**src/rtl/jt053246_pkg.sv**
```systemverilog
// Shared definitions for the k053246 draw-request path.
//   JW        : width of one resolved sprite tile job
//   obj_job_t : job layout, MSB first
//   drq_state_t : issue FSM states of the draw-request queue
package jt053246_pkg;

    localparam int JW = 56;

    typedef struct packed {
        logic [15:0] code;
        logic [9:0]  attr;
        logic        hflip;
        logic        vflip;
        logic [8:0]  hpos;
        logic [3:0]  ysub;
        logic [11:0] hzoom;
        logic        hz_keep;
        logic [1:0]  shd;
    } obj_job_t;

    typedef enum logic [1:0] {
        IDLE,
        ISSUE,
        GUARD,
        WAIT
    } drq_state_t;

endpackage

```
**src/rtl/jtframe_dual_ram.sv**
```systemverilog
// Simple dual-port RAM: one write port, one read port with a registered
// output. Both ports advance only on cen.
//   clk, cen          : clock and clock enable
//   we, wr_addr, wr_data : write port
//   re, rd_addr, rd_data : read port, rd_data updates the cycle after re
module jtframe_dual_ram #(
    parameter int AW = 2,
    parameter int DW = 56
) (
    input  logic          clk,
    input  logic          cen,
    input  logic          we,
    input  logic [AW-1:0] wr_addr,
    input  logic [DW-1:0] wr_data,
    input  logic          re,
    input  logic [AW-1:0] rd_addr,
    output logic [DW-1:0] rd_data
);

    logic [DW-1:0] mem [0:(1<<AW)-1];

    // NOTE: the array and its read register have no reset so the tools can
    // map them onto block RAM; nothing reads a slot before it is written.
    always_ff @(posedge clk) begin
        if (cen && we) mem[wr_addr] <= wr_data;
        if (cen && re) rd_data <= mem[rd_addr];
    end

endmodule

```
**src/rtl/jt053246_drq.sv**
```systemverilog
// Draw-request queue between the object-table scanner and the line drawer.
// Buffers up to DEPTH jobs, issues them with a start/busy handshake and
// discards stale jobs on every rising edge of hs.
//   clk, rstn, cen     : clock, async active-low reset, clock enable
//   hs                 : horizontal sync, rising edge = line boundary
//   in_start, in_job   : push from the scanner; in_busy = queue full
//   dr_start, dr_job   : one-cen issue pulse and job to the drawer
//   dr_busy            : drawer busy
//   level, drops       : occupancy and saturating discarded-job count
module jt053246_drq
    import jt053246_pkg::*;
#(
    parameter int DEPTH = 4,
    parameter int JW    = jt053246_pkg::JW
) (
    input  logic                   clk,
    input  logic                   rstn,
    input  logic                   cen,
    input  logic                   hs,
    input  logic                   in_start,
    input  logic [JW-1:0]          in_job,
    output logic                   in_busy,
    output logic                   dr_start,
    output logic [JW-1:0]          dr_job,
    input  logic                   dr_busy,
    output logic [$clog2(DEPTH):0] level,
    output logic [7:0]             drops
);

    localparam int AW = $clog2(DEPTH);
    localparam logic [AW:0] PTR_ONE = 1;

    logic [AW:0]   wptr, rptr;
    logic          hs_l;
    logic          full, empty, flush, push, pop;
    logic [AW+1:0] lost;
    logic [8:0]    drops_sum;
    logic [JW-1:0] ram_q, job_r;
    drq_state_t    state, state_nxt;

    assign full    = (wptr[AW] != rptr[AW]) && (wptr[AW-1:0] == rptr[AW-1:0]);
    assign empty   = (wptr == rptr);
    assign flush   = hs && !hs_l;
    assign push    = in_start && !full && !flush;
    assign pop     = (state == ISSUE);
    assign level   = wptr - rptr;
    assign in_busy = full;

    // The head is presented straight from the RAM register during ISSUE and
    // held in job_r afterwards, so dr_job only ever changes in ISSUE.
    assign dr_start = pop;
    assign dr_job   = pop ? ram_q : job_r;

    jtframe_dual_ram #(.AW(AW), .DW(JW)) u_ram (
        .clk     (clk),
        .cen     (cen),
        .we      (push),
        .wr_addr (wptr[AW-1:0]),
        .wr_data (in_job),
        .re      (state == IDLE || state == WAIT),
        .rd_addr (rptr[AW-1:0]),
        .rd_data (ram_q)
    );

    // Jobs lost this cycle: everything waiting at a flush (minus the head
    // being issued right now, which still goes out), plus a rejected push.
    always_comb begin
        // NOTE: every combinational output gets a default first so no path
        // through the block leaves it unassigned (which would infer a latch).
        lost = '0;
        if (flush) lost = {1'b0, level} - {{(AW+1){1'b0}}, pop};
        if (in_start && (flush || full)) lost = lost + {{(AW+1){1'b0}}, 1'b1};
        drops_sum = {1'b0, drops} + 9'(lost);
    end

    // A flush leaves the queue empty, so no new issue starts on that cycle.
    always_comb begin
        state_nxt = state;
        case (state)
            IDLE:    if (!empty && !flush) state_nxt = ISSUE;
            ISSUE:   state_nxt = GUARD;
            GUARD:   state_nxt = WAIT;
            WAIT:    if (!dr_busy) state_nxt = (!empty && !flush) ? ISSUE : IDLE;
            default: state_nxt = IDLE;
        endcase
    end

    // NOTE: state registers use non-blocking assignments so every flop
    // samples pre-edge values regardless of statement order.
    always_ff @(posedge clk or negedge rstn) begin
        if (!rstn) begin
            state <= IDLE;
            wptr  <= '0;
            rptr  <= '0;
            hs_l  <= 1'b0;
            job_r <= '0;
            drops <= '0;
        end else if (cen) begin
            state <= state_nxt;
            hs_l  <= hs;
            if (pop) job_r <= ram_q;
            if (flush) begin
                wptr <= '0;
                rptr <= '0;
            end else begin
                if (push) wptr <= wptr + PTR_ONE;
                if (pop)  rptr <= rptr + PTR_ONE;
            end
            drops <= drops_sum[8] ? 8'hFF : drops_sum[7:0];
        end
    end

endmodule
```
**config.mk**
```make
export PLATFORM = sky130hd
export DESIGN_NAME = jt053246_drq
export DESIGN_NICKNAME = d
export VERILOG_FILES = /design/src/rtl/jt053246_pkg.sv /design/src/rtl/jtframe_dual_ram.sv /design/src/rtl/jt053246_drq.sv
export SDC_FILE = /design/constraint.sdc
export NUM_CORES = 1
export LEC_CHECK = 0
export CAP_MARGIN = 25
export CORE_ASPECT_RATIO = 0.7
export CORE_UTILIZATION = 45
export DETAILED_ROUTE_END_ITERATION = 10
export GPL_TIMING_DRIVEN = 0
export HOLD_SLACK_MARGIN = 0.03
export PLACE_DENSITY = 0.79
export SLEW_MARGIN = 20
export SYNTH_ARGS = -nofsm -noshare
export SYNTH_HDL_FRONTEND = slang
export SYNTH_HIERARCHICAL = 1
export SYNTH_SLANG_ARGS = --single-unit
```
**constraint.sdc**
```tcl
create_clock -name clk -period 7.2 [get_ports clk]
set_clock_uncertainty 0.2 [all_clocks]
set_input_delay 1.44 -clock clk [delete_from_list [all_inputs] [get_ports clk]]
set_output_delay 1.44 -clock clk [all_outputs]
set_load 0.01 [all_outputs]
```
After elaboration in Yosys (flattened, before gate mapping). Memory sizes are Yosys's and may differ from the RTL's. A register that Yosys moved wholly into a read port is not among the register bits. Index checks and enable logic that the tools add are counted.

Input port bits: 62. Register bits: 73. Output and inout port bits: 69. Logic and storage cells: 55. Memories: 1. RAM bits: 224.

Add/subtract/negate cells: 6. Eq/ne operators: 8. Multiplexer cells: 14. Reduce and logical (&&, ||, !) cells: 20.

Memories: u_ram.mem (words 4, width 56, read ports 1, clocked after Yosys merged registers in 1, write ports 1, line jtframe_dual_ram.sv:20) `logic [DW-1:0] mem [0:(1<<AW)-1];`.

Operator list (count): 2-to-1 mux 56 bit (1); 2-to-1 mux 3 bit (4); adder 8 x 4 -> 9 bit (1); logical AND 1 bit (8); 2-to-1 mux 4 bit (2); 2-to-1 mux 8 bit (1); one-hot mux 2 bit (4 select lines) (1); adder 3 x 1 -> 3 bit (second input constant) (2); adder 4 x 1 -> 4 bit (second input constant) (1); equality test 2 bit (second input constant) (2); logical NOT 1 bit (4); 2-to-1 mux 2 bit (2); AND reduction 2 bit (2); nonzero test 2 bit (2); subtractor 3 x 1 -> 4 bit (1); equality test 3 bit (1); 2-to-1 mux 1 bit (3); AND reduction 3 bit (1); subtractor 3 bit (1); equality test 2 x 1 -> 1 bit (second input constant) (1); equality test 2 bit (1); logical NOT 2 bit (1); logical OR 1 bit (2); inequality test 2 x 1 -> 1 bit (second input constant) (1); other kinds (2) (2).

Longest topological paths before layout.
Depth after elaboration: 8. Depth in mapped cells: 15. Gate-level depth less buffers: 15.

Cells and area by module. Netlist, hierarchy kept.

By module, submodules not included: jtframe_dual_ram (times used 1, area an instance 9841.9 um^2, cells each 353); jt053246_drq (times used 1, area an instance 4056.4 um^2, cells each 329).

Least setup slack after synthesis. Ideal clock, no wire load.

Path kind: input-to-reg. Start: in hs. End: mem u_ram.mem[0][0], enable pin. Setup time: 0.610 ns. Arrival: 7.293 ns. Data required time: 6.390 ns. Slack: -0.902 ns. Stages on the path: 4. Cell sequence: nor2b_1 buf_6 nor2_1 nor4bb_1.

Word-level cells in the longest chain between the ends: 6.

Ends and longest elaborated chain: start, declared (line jt053246_drq.sv:19) `input logic hs,`; logical AND 1 bit (line jt053246_drq.sv:43) `assign flush = hs && !hs_l;`; logical NOT 1 bit (line jt053246_drq.sv:44) `assign push = in_start && !full && !flush;`; logical AND 1 bit (line jt053246_drq.sv:44); net push (line jt053246_drq.sv:35) `logic full, empty, flush, push, pop;`; logical AND 1 bit (line jtframe_dual_ram.sv:25) `if (cen && we) mem[wr_addr] <= wr_data;`; 2-to-1 mux 1 bit (line jtframe_dual_ram.sv:25); 2-to-1 mux 1 bit (not written as such) (line jtframe_dual_ram.sv:25); end, declared (line jtframe_dual_ram.sv:20).

The timed path passes the listed nets, and every way through them passes these cells.

Worst setup path after layout.
Start: reg state[1]. End: out dr_job[50].

Word-level cells in the longest chain between the ends: 2.

Ends and longest elaborated chain: start, declared (line jt053246_drq.sv:39) `drq_state_t state, state_nxt;`; start signal, assigned (line jt053246_drq.sv:99) `state <= state_nxt;`; equality test 2 x 1 -> 1 bit (line jt053246_drq.sv:45) `assign pop = (state == ISSUE);`; 2-to-1 mux 56 bit; end, declared (line jt053246_drq.sv:24) `output logic [JW-1:0] dr_job,`.

No other way between the ends.

==> impl_metrics.ini <==
[global_routing]
overflow = 0
grt_pass1_vias = 7208
grt_pass1_wl_um = 42000
antenna_found_initial = 3
grt_max_degree = 43
grt_usage = 0.180

[clock_tree]
cts.sinks = 353
cts_buffer_depth = 3
clkLatencyLatePin_ns = 0.52
cts_hold_buf = 0
path_clk_slew_ns = 0.06
cts_made_buffers = 35
cts_tree = yes
post_cts_buffers = 0
cts_max_level = 2
post_cts_resized = 0
root_buffer = clkbuf_16

[final_layout]
drive_gt1_frac = 0.306
fin_nets = 939
nFillCells = 2272
area_delta_synth_final_pct = 23.5
utilization = 0.569

[place]
gp_congestion = 0.755
port_buffers = 130
pre_cts_slack_ns = 2.09
hpwl_um = 17400

[pwr]
seq_power_share = 0.399
power_switching_w = 0.00203
p_leak_nw = 5.93
p_per_area_nw_per_um2 = 426
clkPwrFrac = 0.267
comb_power_share = 0.334
internal-power_w = 0.00529
switching_share = 0.277
max-vdd-ir-drop_mv = 0.293

[drt]
vias_per_cell = 5.22
top_layer = met5
vias = 6781
drt_pass1_iterations = 4
drtIter0Drc = 488
routed_wl_um = 27100
remaining_drc_errors = 0
drt-wirelength-per-cell_um = 20.8
wl_met3_um = 1700
wl_met1_um = 12000
postRouteAntennaNets = 0
wl_met2_um = 12900

[timing]
hold_viol = 0
fin_ws_ns = 2.20
tightest_slew_ns = 0.873
period_needed_ns = 5.00
post-route-period-util = 0.694
finalSetupTns_ns = 0
fmax_mhz = 200
finalMaxSlewViolations = 0
rsz0062_at_grt = no
setup_viol = 0
slew_headroom = 0.417

[critical_path]
crit_path_max_fanout = 10
worst-path-buf-inv = 5
crit_path_start_kind = flop
slowest_stage = clkdlybuf4s50_1
max_stage_delay_ns = 0.49
worstSetupEndpointType = output port
crit_path_cell_trace = inv_1, ha_1, clkbuf_1, buf_2, buf_2, mux2_2, clkdlybuf4s50_1
cp.arrival_ns = 3.36
cp.required_ns = 5.56
crit_family = buffers and inverters
path_class = flop to output port
path_common_cell = buf_2

[synth]
synth_area_um2 = 13900
synth_edf_count = 280
synth_most_common_cell = edfxtp_1
ys_seq_area_frac = 0.736
ys_async_sr_fraction = 0.207
synth_cells = 682
yosys-top-cells-count = edfxtp_1, mux2_2, dfrtp_1, mux4_2
synthTopCellsByArea = edfxtp_1, dfrtp_1, mux2_2
yosysTopAreaCell = edfxtp_1
ys_ff_latch = 353
yosys_warnings = 6
ys_types = 47
yosys_most_used_dff = edfxtp_1
synth_nets = 761
syn_avg_cell_area_um2 = 20.4
synth_top_area_frac = 0.605

[floorplanning]
num_io_pins = 131
start_util = 0.461
row_count = 53
dieWidth_um = 212
die_h_um = 149
die_area_um2 = 31600
fp.coreArea_um2 = 30200

[job]
drv_cap = 0

[hold_path]
hold_class = flop to flop

[status]
status = finished clean
==> power by group through the flow <==
stage | logic [W] | clock network, W | registers, W
4_1_cts | 0.00250 | 0.00201 | 0.00292
3_3_place_gp | 0.00240 | 0 | 0.00295
3_5_place_dp | 0.00248 | 0 | 0.00296
2_1_floorplan | 0.00148 | 0 | 0.00291
6_report | 0.00244 | 0.00195 | 0.00292
5_1_grt | 0.00264 | 0.00208 | 0.00297
==> layer usage <==
metal,vias up,global-route usage
met5,-,0
met4,2,0.0457
met3,43,0.0461
met2,155,0.289
met1,3490,0.245
li1,3091,-
==> worst paths after layout <==
| kind | from | endpoint | slack (ns) | cells past startpoint |
|---|---|---|---|---|
| min | job_r[15]$_DFFE_PN0P_ | job_r[15]$_DFFE_PN0P_ | 0.30 | 1 |
| max | state[1]$_DFFE_PN0P_ | dr_job[50] | 2.20 | 7 |
| min reg2reg | job_r[15]$_DFFE_PN0P_ | job_r[15]$_DFFE_PN0P_ | 0.30 | 1 |
| max reg2reg | wptr[0]$_DFFE_PN0P_ | drops[4]$_DFFE_PN0P_ | 2.87 | 14 |
| min in group asynchronous | rstn | job_r[8]$_DFFE_PN0P_ | 0.69 | 1 |
| max in group asynchronous | rstn | job_r[41]$_DFFE_PN0P_ | 5.51 | 2 |
==> cells in the final DEF (no fill, tap or decap), types with 4 or more instances in the layout <==
cell type | netlist | layout
buf_6 | 2 | 4
a31oi_1 | 7 | 7
clkinv_2 | 0 | 6
mux4_2 | 56 | 56
nor2_1 | 14 | 14
ha_1 | 15 | 15
edfxtp_1 | 280 | 280
clkbuf_16 | 0 | 37
clkdlybuf4s50_1 | 0 | 129
mux2_2 | 118 | 118
buf_2 | 15 | 15
xnor2_1 | 4 | 4
o21ai_0 | 9 | 9
nand3_1 | 5 | 5
inv_1 | 15 | 15
a21oi_1 | 5 | 5
dfrtp_1 | 73 | 73
clkbuf_1 | 7 | 12
buf_4 | 2 | 7
buf_12 | 4 | 7
bufinv_16 | 0 | 7
nand2_1 | 12 | 12
==> sequential cells by signal (all words and copies together) (netlist names) <==
register	cells
u_ram/mem	224
wptr	3
u_ram/rd_data	56
hs_l	1
job_r	56
drops	8
state	2
rptr	3
==> through the flow <==
| step | std cells | cell area [µm²] | total power (W) | hold WS (ns) |
|---|---|---|---|---|
| after floorplan | 682 | 13900 | 0.00439 | 0.275 |
| after global placement | 1224 | 15700 | 0.00535 | 0.279 |
| after global routing | 1298 | 17200 | 0.00769 | 0.312 |
| final | 1300 | 17200 | 0.00731 | 0.299 |
| after CTS | 1298 | 17200 | 0.00743 | 0.305 |
| after detailed placement | 1235 | 15900 | 0.00544 | 0.290 |
==> layout make-up <==
cell class,count,area (µm²),area share
multi-input combinational,284,3420,0.199
sequential,353,10200,0.596
buffer,30,219,0.0128
inverter,15,56.3,0.00328
clock inverter,19,280,0.0163
tap,412,515,0.0300
clock buffer,44,972,0.0566
timing repair buffer,141,1470,0.0854
antenna,2,5.00,0.000292
==> kinds of logic (layout without fill, tap and decap cells) <==
group                      after synthesis  count (layout)  share of synthesized area
xor gates and xnor gates                 6               6                    0.00432
adders and majority gates               17              17                     0.0164
DFF                                    353             353                      0.736
buffers and inverters                   45             249                     0.0198
muxes                                  174             174                      0.186
and+or+nand+nor                         49              49                     0.0183
AOI/OAI and AO/OA                       38              38                     0.0185
other                                    0               2                          0
Note: power is estimated with default switching activity, not from simulation.
